==> src/rtl/port_tx_arbiter_if.sv <==
// Shared port transmit bus between the requesters and the packet arbiter.
// The arbiter sits on the slave modport; the requester side drives master.
interface port_tx_arbiter_if #(
  parameter int NUM_REQ = 3
);
  logic [NUM_REQ-1:0]     iv_req;
  logic [NUM_REQ-1:0]     ov_ack;
  logic [NUM_REQ*134-1:0] iv_data;
  logic [NUM_REQ-1:0]     iv_data_wr;
  logic [6:0]             iv_fifo_usedw;
  logic [133:0]           ov_data;
  logic                   o_data_wr;
  logic                   o_busy;
  logic [15:0]            ov_timeout_cnt;

  modport master (
    output iv_req,
    output iv_data,
    output iv_data_wr,
    output iv_fifo_usedw,
    input  ov_ack,
    input  ov_data,
    input  o_data_wr,
    input  o_busy,
    input  ov_timeout_cnt
  );

  modport slave (
    input  iv_req,
    input  iv_data,
    input  iv_data_wr,
    input  iv_fifo_usedw,
    output ov_ack,
    output ov_data,
    output o_data_wr,
    output o_busy,
    output ov_timeout_cnt
  );
endinterface

==> src/rtl/port_tx_arbiter.sv <==
// Packet-granular round-robin arbiter onto one 134-bit port transmit bus,
// gated by downstream FIFO headroom, with a stalled-requester watchdog.
module port_tx_arbiter #(
  parameter int         NUM_REQ   = 3,
  parameter logic [6:0] USEDW_MAX = 7'd30,
  parameter logic [7:0] TIMEOUT   = 8'd255
) (
  input  logic           i_clk,
  input  logic           i_rst,
  port_tx_arbiter_if.slave bus
);

  localparam int IW = (NUM_REQ > 2) ? 2 : 1;

  typedef enum logic [1:0] {
    IDLE  = 2'd0,
    GRANT = 2'd1,
    XFER  = 2'd2
  } state_e;

  state_e             state_q, state_d;
  logic [IW-1:0]      rr_q, rr_d;
  logic [IW-1:0]      gnt_q, gnt_d;
  logic [NUM_REQ-1:0] ack_q, ack_d;
  logic [133:0]       data_q, data_d;
  logic               wr_q, wr_d;
  logic [7:0]         wdog_q, wdog_d;
  logic [15:0]        cnt_q, cnt_d;

  logic               found;
  logic [IW-1:0]      winner;
  logic               grant_ok;
  logic [133:0]       beat;
  logic               beat_wr;
  logic               beat_tail;
  logic               wdog_hit;

  // Round-robin: scan above the last winner first, then wrap.
  always_comb begin
    found  = 1'b0;
    winner = rr_q;
    for (int k = 0; k < NUM_REQ; k++) begin
      if (!found && k > int'(rr_q) && bus.iv_req[k]) begin
        found  = 1'b1;
        winner = IW'(k);
      end
    end
    for (int k = 0; k < NUM_REQ; k++) begin
      if (!found && k <= int'(rr_q) && bus.iv_req[k]) begin
        found  = 1'b1;
        winner = IW'(k);
      end
    end
  end

  assign grant_ok = found && (bus.iv_fifo_usedw <= USEDW_MAX);

  always_comb begin
    beat    = '0;
    beat_wr = 1'b0;
    for (int k = 0; k < NUM_REQ; k++) begin
      if (int'(gnt_q) == k) begin
        beat    = bus.iv_data[k*134 +: 134];
        beat_wr = bus.iv_data_wr[k];
      end
    end
  end

  assign beat_tail = (beat[133:132] == 2'b10);
  assign wdog_hit  = ((wdog_q + 8'd1) == TIMEOUT);

  always_ff @(posedge i_clk) begin
    if (i_rst) begin
      state_q <= IDLE;
      rr_q    <= IW'(NUM_REQ - 1);
      gnt_q   <= '0;
      ack_q   <= '0;
      data_q  <= '0;
      wr_q    <= 1'b0;
      wdog_q  <= '0;
      cnt_q   <= '0;
    end else begin
      state_q <= state_d;
      rr_q    <= rr_d;
      gnt_q   <= gnt_d;
      ack_q   <= ack_d;
      data_q  <= data_d;
      wr_q    <= wr_d;
      wdog_q  <= wdog_d;
      cnt_q   <= cnt_d;
    end
  end

  always_comb begin
    state_d = state_q;
    unique case (state_q)
      IDLE: begin
        if (grant_ok) state_d = GRANT;
      end
      GRANT: begin
        state_d = XFER;
      end
      XFER: begin
        if (beat_wr) begin
          if (beat_tail) state_d = IDLE;
        end else if (wdog_hit) begin
          state_d = IDLE;
        end
      end
      default: begin
        state_d = IDLE;
      end
    endcase
  end

  always_comb begin
    ack_d  = '0;
    wr_d   = 1'b0;
    data_d = data_q;
    rr_d   = rr_q;
    gnt_d  = gnt_q;
    wdog_d = wdog_q;
    cnt_d  = cnt_q;
    unique case (state_q)
      IDLE: begin
        if (grant_ok) begin
          ack_d = NUM_REQ'(1) << winner;
          gnt_d = winner;
          rr_d  = winner;
        end
      end
      GRANT: begin
        wdog_d = '0;
      end
      XFER: begin
        if (beat_wr) begin
          data_d = beat;
          wr_d   = 1'b1;
          wdog_d = '0;
        end else begin
          wdog_d = wdog_q + 8'd1;
          // Abandon silently; no synthetic tail is emitted.
          if (wdog_hit && cnt_q != 16'hFFFF) cnt_d = cnt_q + 16'd1;
        end
      end
      default: begin
        wdog_d = '0;
      end
    endcase
  end

  assign bus.ov_ack         = ack_q;
  assign bus.ov_data        = data_q;
  assign bus.o_data_wr      = wr_q;
  assign bus.o_busy         = (state_q != IDLE);
  assign bus.ov_timeout_cnt = cnt_q;

endmodule

==> src/flat_wrapper.sv <==
// flat-port wrapper written by rule: the top's interface ports become plain ports
module port_tx_arbiter_flat 
#(
  parameter int         NUM_REQ   = 3,
  parameter logic [6:0] USEDW_MAX = 7'd30,
  parameter logic [7:0] TIMEOUT   = 8'd255
)
  (i_clk, i_rst, bus_iv_req, bus_iv_data, bus_iv_data_wr, bus_iv_fifo_usedw, bus_ov_ack, bus_ov_data, bus_o_data_wr, bus_o_busy, bus_ov_timeout_cnt);
  port_tx_arbiter_if #(.NUM_REQ(NUM_REQ)) bus_i ();
  input  logic i_clk;
  input  logic i_rst;
  input wire logic [$bits(bus_i.iv_req)-1:0] bus_iv_req;
  input wire logic [$bits(bus_i.iv_data)-1:0] bus_iv_data;
  input wire logic [$bits(bus_i.iv_data_wr)-1:0] bus_iv_data_wr;
  input wire logic [$bits(bus_i.iv_fifo_usedw)-1:0] bus_iv_fifo_usedw;
  output wire logic [$bits(bus_i.ov_ack)-1:0] bus_ov_ack;
  output wire logic [$bits(bus_i.ov_data)-1:0] bus_ov_data;
  output wire logic [$bits(bus_i.o_data_wr)-1:0] bus_o_data_wr;
  output wire logic [$bits(bus_i.o_busy)-1:0] bus_o_busy;
  output wire logic [$bits(bus_i.ov_timeout_cnt)-1:0] bus_ov_timeout_cnt;
  assign bus_i.iv_req = bus_iv_req;
  assign bus_i.iv_data = bus_iv_data;
  assign bus_i.iv_data_wr = bus_iv_data_wr;
  assign bus_i.iv_fifo_usedw = bus_iv_fifo_usedw;
  assign bus_ov_ack = bus_i.ov_ack;
  assign bus_ov_data = bus_i.ov_data;
  assign bus_o_data_wr = bus_i.o_data_wr;
  assign bus_o_busy = bus_i.o_busy;
  assign bus_ov_timeout_cnt = bus_i.ov_timeout_cnt;
  port_tx_arbiter #(.NUM_REQ(NUM_REQ), .USEDW_MAX(USEDW_MAX), .TIMEOUT(TIMEOUT)) u_core (.i_clk(i_clk), .i_rst(i_rst), .bus(bus_i));
endmodule
==> config.mk <==
export PLATFORM = sky130hd
export DESIGN_NAME = port_tx_arbiter_flat
export DESIGN_NICKNAME = d
export VERILOG_FILES = /design/src/rtl/port_tx_arbiter_if.sv /design/src/rtl/port_tx_arbiter.sv /design/src/flat_wrapper.sv
export SDC_FILE = /design/constraint.sdc
export NUM_CORES = 1
export LEC_CHECK = 0
export ABC_AREA = 1
export BUFFER_PORTS_ARGS = -buffer_cell sky130_fd_sc_hd__buf_4
export CELL_PAD_IN_SITES_DETAIL_PLACEMENT = 0
export CELL_PAD_IN_SITES_GLOBAL_PLACEMENT = 1
export CORE_AREA = 2 2 222 224
export CTS_CLUSTER_SIZE = 12
export DETAILED_ROUTE_END_ITERATION = 10
export DIE_AREA = 0 0 224 226
export PLACE_DENSITY = 0.58
export SETUP_SLACK_MARGIN = 0.15
export SYNTH_ARGS = -nofsm -noshare
export SYNTH_HDL_FRONTEND = slang
export SYNTH_SLANG_ARGS = --single-unit
==> constraint.sdc <==
create_clock -name i_clk -period 4.2 [get_ports i_clk]
set_input_delay 0.21 -clock i_clk [delete_from_list [all_inputs] [get_ports i_clk]]
set_output_delay 0.21 -clock i_clk [all_outputs]
set_load 0.01 [all_outputs]
==> impl_metrics.csv <==
group,metric,value,unit
power,irDropWorstVdd,0.000182,V
power,power_density,281,nW/um^2
layout,layout_common_cells,"buf_4, nand2_1, dlygate4sd3_1",
global_routing,antenna_found_initial,1,
critical_path,arrival,3.73,ns
logic_synthesis,ys_types,27,
global_routing,grt-ovfl-total,0,
clocking,cts_hold_buf,265,
timing,setup_viol,0,
clocking,clkSlewWorstSetupHoldPaths,0.07,ns
routing,drt_iter0_drc,515,
critical_path,start_kind,"register",
logic_synthesis,ys_ff_latch,167,
timing,slew_headroom,35.0,%
critical_path,crit_start,"u_core.gnt_q[0]$_SDFFE_PP0P_",
floorplanning,dieArea,50600,sq um
logic_synthesis,avgSynthCellArea,7.01,sq um
logic_synthesis,synth_compound_area_share,23.9,%
placement,dp_hpwl,30.6,mm
timing,final_max_slew_viol_count,0,
routing,wire_per_inst,17.3,um
clocking,numClockSinks,167,
timing,fin_crit_sh,78.2,%
logic_synthesis,ys_seq_area_share,40.0,%
logic_synthesis,ys_warn_count,0,
timing,worstMarginPinSlew,0.975,ns
critical_path,required,4.64,ns
timing,tns,0,ns
floorplanning,die_w,224,um
worst_hold_path,hold_class,"input port to register",
clocking,cts_repair_resize_count,0,
timing,period_needed,3.29,ns
power,power.total,0.00461,W
logic_synthesis,synth_nets,1613,
placement,placement.io_buffers,571,
logic_synthesis,yosysTopAreaCell,"dfxtp_1",
logic_synthesis,synthesis.area,8360,sq um
routing,drtPass1Iterations,5,
clocking,h-tree-depth,4,
routing,totalWireLength,44.9,mm
routing,viasPerCell,4.46,
clocking,root_buffer,"clkbuf_16",
routing,vias,11576,
global_routing,grt_max_degree,135,
clocking,cts_setup_buffers,0,
placement,gp_congestion,0.842,
critical_path,endpoint_kind,"register",
power,leakage,7.39,nW
floorplanning,start_util,17.3,%
timing,hold_violations,0,
critical_path,path_max_fanout,77,
run,drv_cap,0,
global_routing,gr-usage-all-layers,17.1,%
timing,fmax,304,MHz
clocking,cts_made_buffers,17,
layout,drive_above_1_share,31.5,%
logic_synthesis,synth_simple_gate_area_share,27.5,%
run_status,status,"completed",
critical_path,crit_type,"register to register",
clocking,cts_max_path_buffers,2,
floorplanning,die_h,226,um
logic_synthesis,synth_cells,1193,
global_routing,grt_pass1_wl,66.3,mm
clocking,cts_tree,"built",
logic_synthesis,synth_top_family_by_area,"simple AND/OR/NAND/NOR gates",
layout,fin_util,33.9,%
global_routing,grt_pass1_vias,12057,
layout,area_delta_synth_final,95.9,%
timing,skew,0.0162,ns
clocking,clock_latency,0.50,ns
logic_synthesis,synth-adder-area-share,0.449,%
logic_synthesis,synth-xor-area-share,1.15,%
logic_synthesis,synth_mux_area_share,0,%
critical_path,reg2reg_from,"u_core.gnt_q[0]$_SDFFE_PP0P_",
layout,final_common_cell,"buf_4",
layout,fin_nets,2382,
floorplanning,core,48300,sq um
timing,rsz0062_at_grt,"no",
routing,ant_nets,0,
worst_hold_path,hold_path.startpoint,"bus_iv_req[0]",
logic_synthesis,synth_area_leaders,"dfxtp_1, nand2_1, a41oi_1, o21ai_1, o21ai_0",
floorplanning,io_pins,572,
routing,drc,0,
logic_synthesis,yosysTopAreaCellShare,40.0,%
floorplanning,fp-row-count,81,
==> state kept, by name (all words and copies together) (netlist names) <==
register and cells:
u_core.bus.ov_data 134, u_core.state_q 2, u_core.bus.ov_timeout_cnt 16, u_core.rr_q 1, u_core.bus.o_data_wr 1, u_core.bus.ov_ack 3, u_core.gnt_q 2, u_core.wdog_q 8
==> cell families (layout without fill, tap and decap cells) <==
group,Yosys count,count (layout)
compound gates,298,298
xor+xnor,11,11
fa+ha+maj,3,3
buf+inv,130,912
flops,167,167
other cells,0,1
simple gates,584,584
==> worst max-delay path, stage by stage (launching register included) <==
cell and delay, ns:
dfxtp_1 0.50, inv_2 0.09, nor2_4 0.09, buf_4 0.57, buf_4 0.80, nand2_1 0.22
a41oi_1 0.23, dlygate4sd3_1 0.56
==> cell type report <==
type	count	area, sq um
diodes	1	2.50
flip-flops and latches	167	3340
multi-input cells	896	4450
clock buffers	22	494
clock inverters	10	116
well taps	622	778
inverters	35	139
repair buffers	845	7060
fillers	5138	32000
==> per-stage QoR <==
stage                     hold slack (ns)  std cells  cell area [sq um]  setup slack, ns
after CTS                          0.0236       2597              16400            0.940
after global placement              0.470       2300              13100             1.44
after floorplan                     0.394       1193               8360             2.48
final                              0.0690       2598              16400            0.914
after global routing               0.0836       2598              16400            0.599
after detailed placement            0.496       2300              13100             1.47
==> synth_stat cells <==
library cell and number:
buf_2 22, nor4_1 2, nand3_1 42, inv_1 31, o21bai_1 2, nand4_1 10, a41oi_1 132, dfxtp_1 167
nand2_1 481, nor2_2 3, nor3_1 12, clkbuf_2 1, nor2_1 33, o21ai_0 62, a2bb2oi_1 1, o22ai_1 1
a21oi_1 25, xor2_1 8, xnor2_1 3, buf_6 8, ha_1 3, o21ai_1 74, o211ai_1 1, inv_2 4
or2_2 1, clkbuf_1 62, buf_4 2
==> report_power, final <==
group	internal (W)	leakage (nW)	switching, W
Combinational	0.000638	5.74	0.000508
Clock	0.000955	0.299	0.000787
Sequential	0.00167	1.35	0.0000514
==> worst paths after layout <==
| path | to | slack [ns] | cells after the start |
|---|---|---|---|
| max reg2reg | u_core.bus.ov_data[60]$_SDFFE_PP0P_ | 0.91 | 7 |
| min | u_core.bus.ov_ack[2]$_SDFF_PP0_ | 0.07 | 4 |
| min reg2reg | u_core.bus.ov_data[133]$_SDFFE_PP0P_ | 0.50 | 2 |
| max | u_core.bus.ov_data[60]$_SDFFE_PP0P_ | 0.91 | 7 |
==> per-layer routing <==
| metal | track usage (%) | wire [um] | vias to the layer above |
|---|---|---|---|
| met3 | 5.35 | 2960 | 86 |
| met2 | 29.3 | 22200 | 397 |
| met1 | 19.1 | 18100 | 5408 |
| li1 | - | - | 5685 |
| met4 | 8.60 | 1640 | 0 |
| met5 | 0 | 0 | - |
Note: power is estimated with default switching activity, not from simulation.
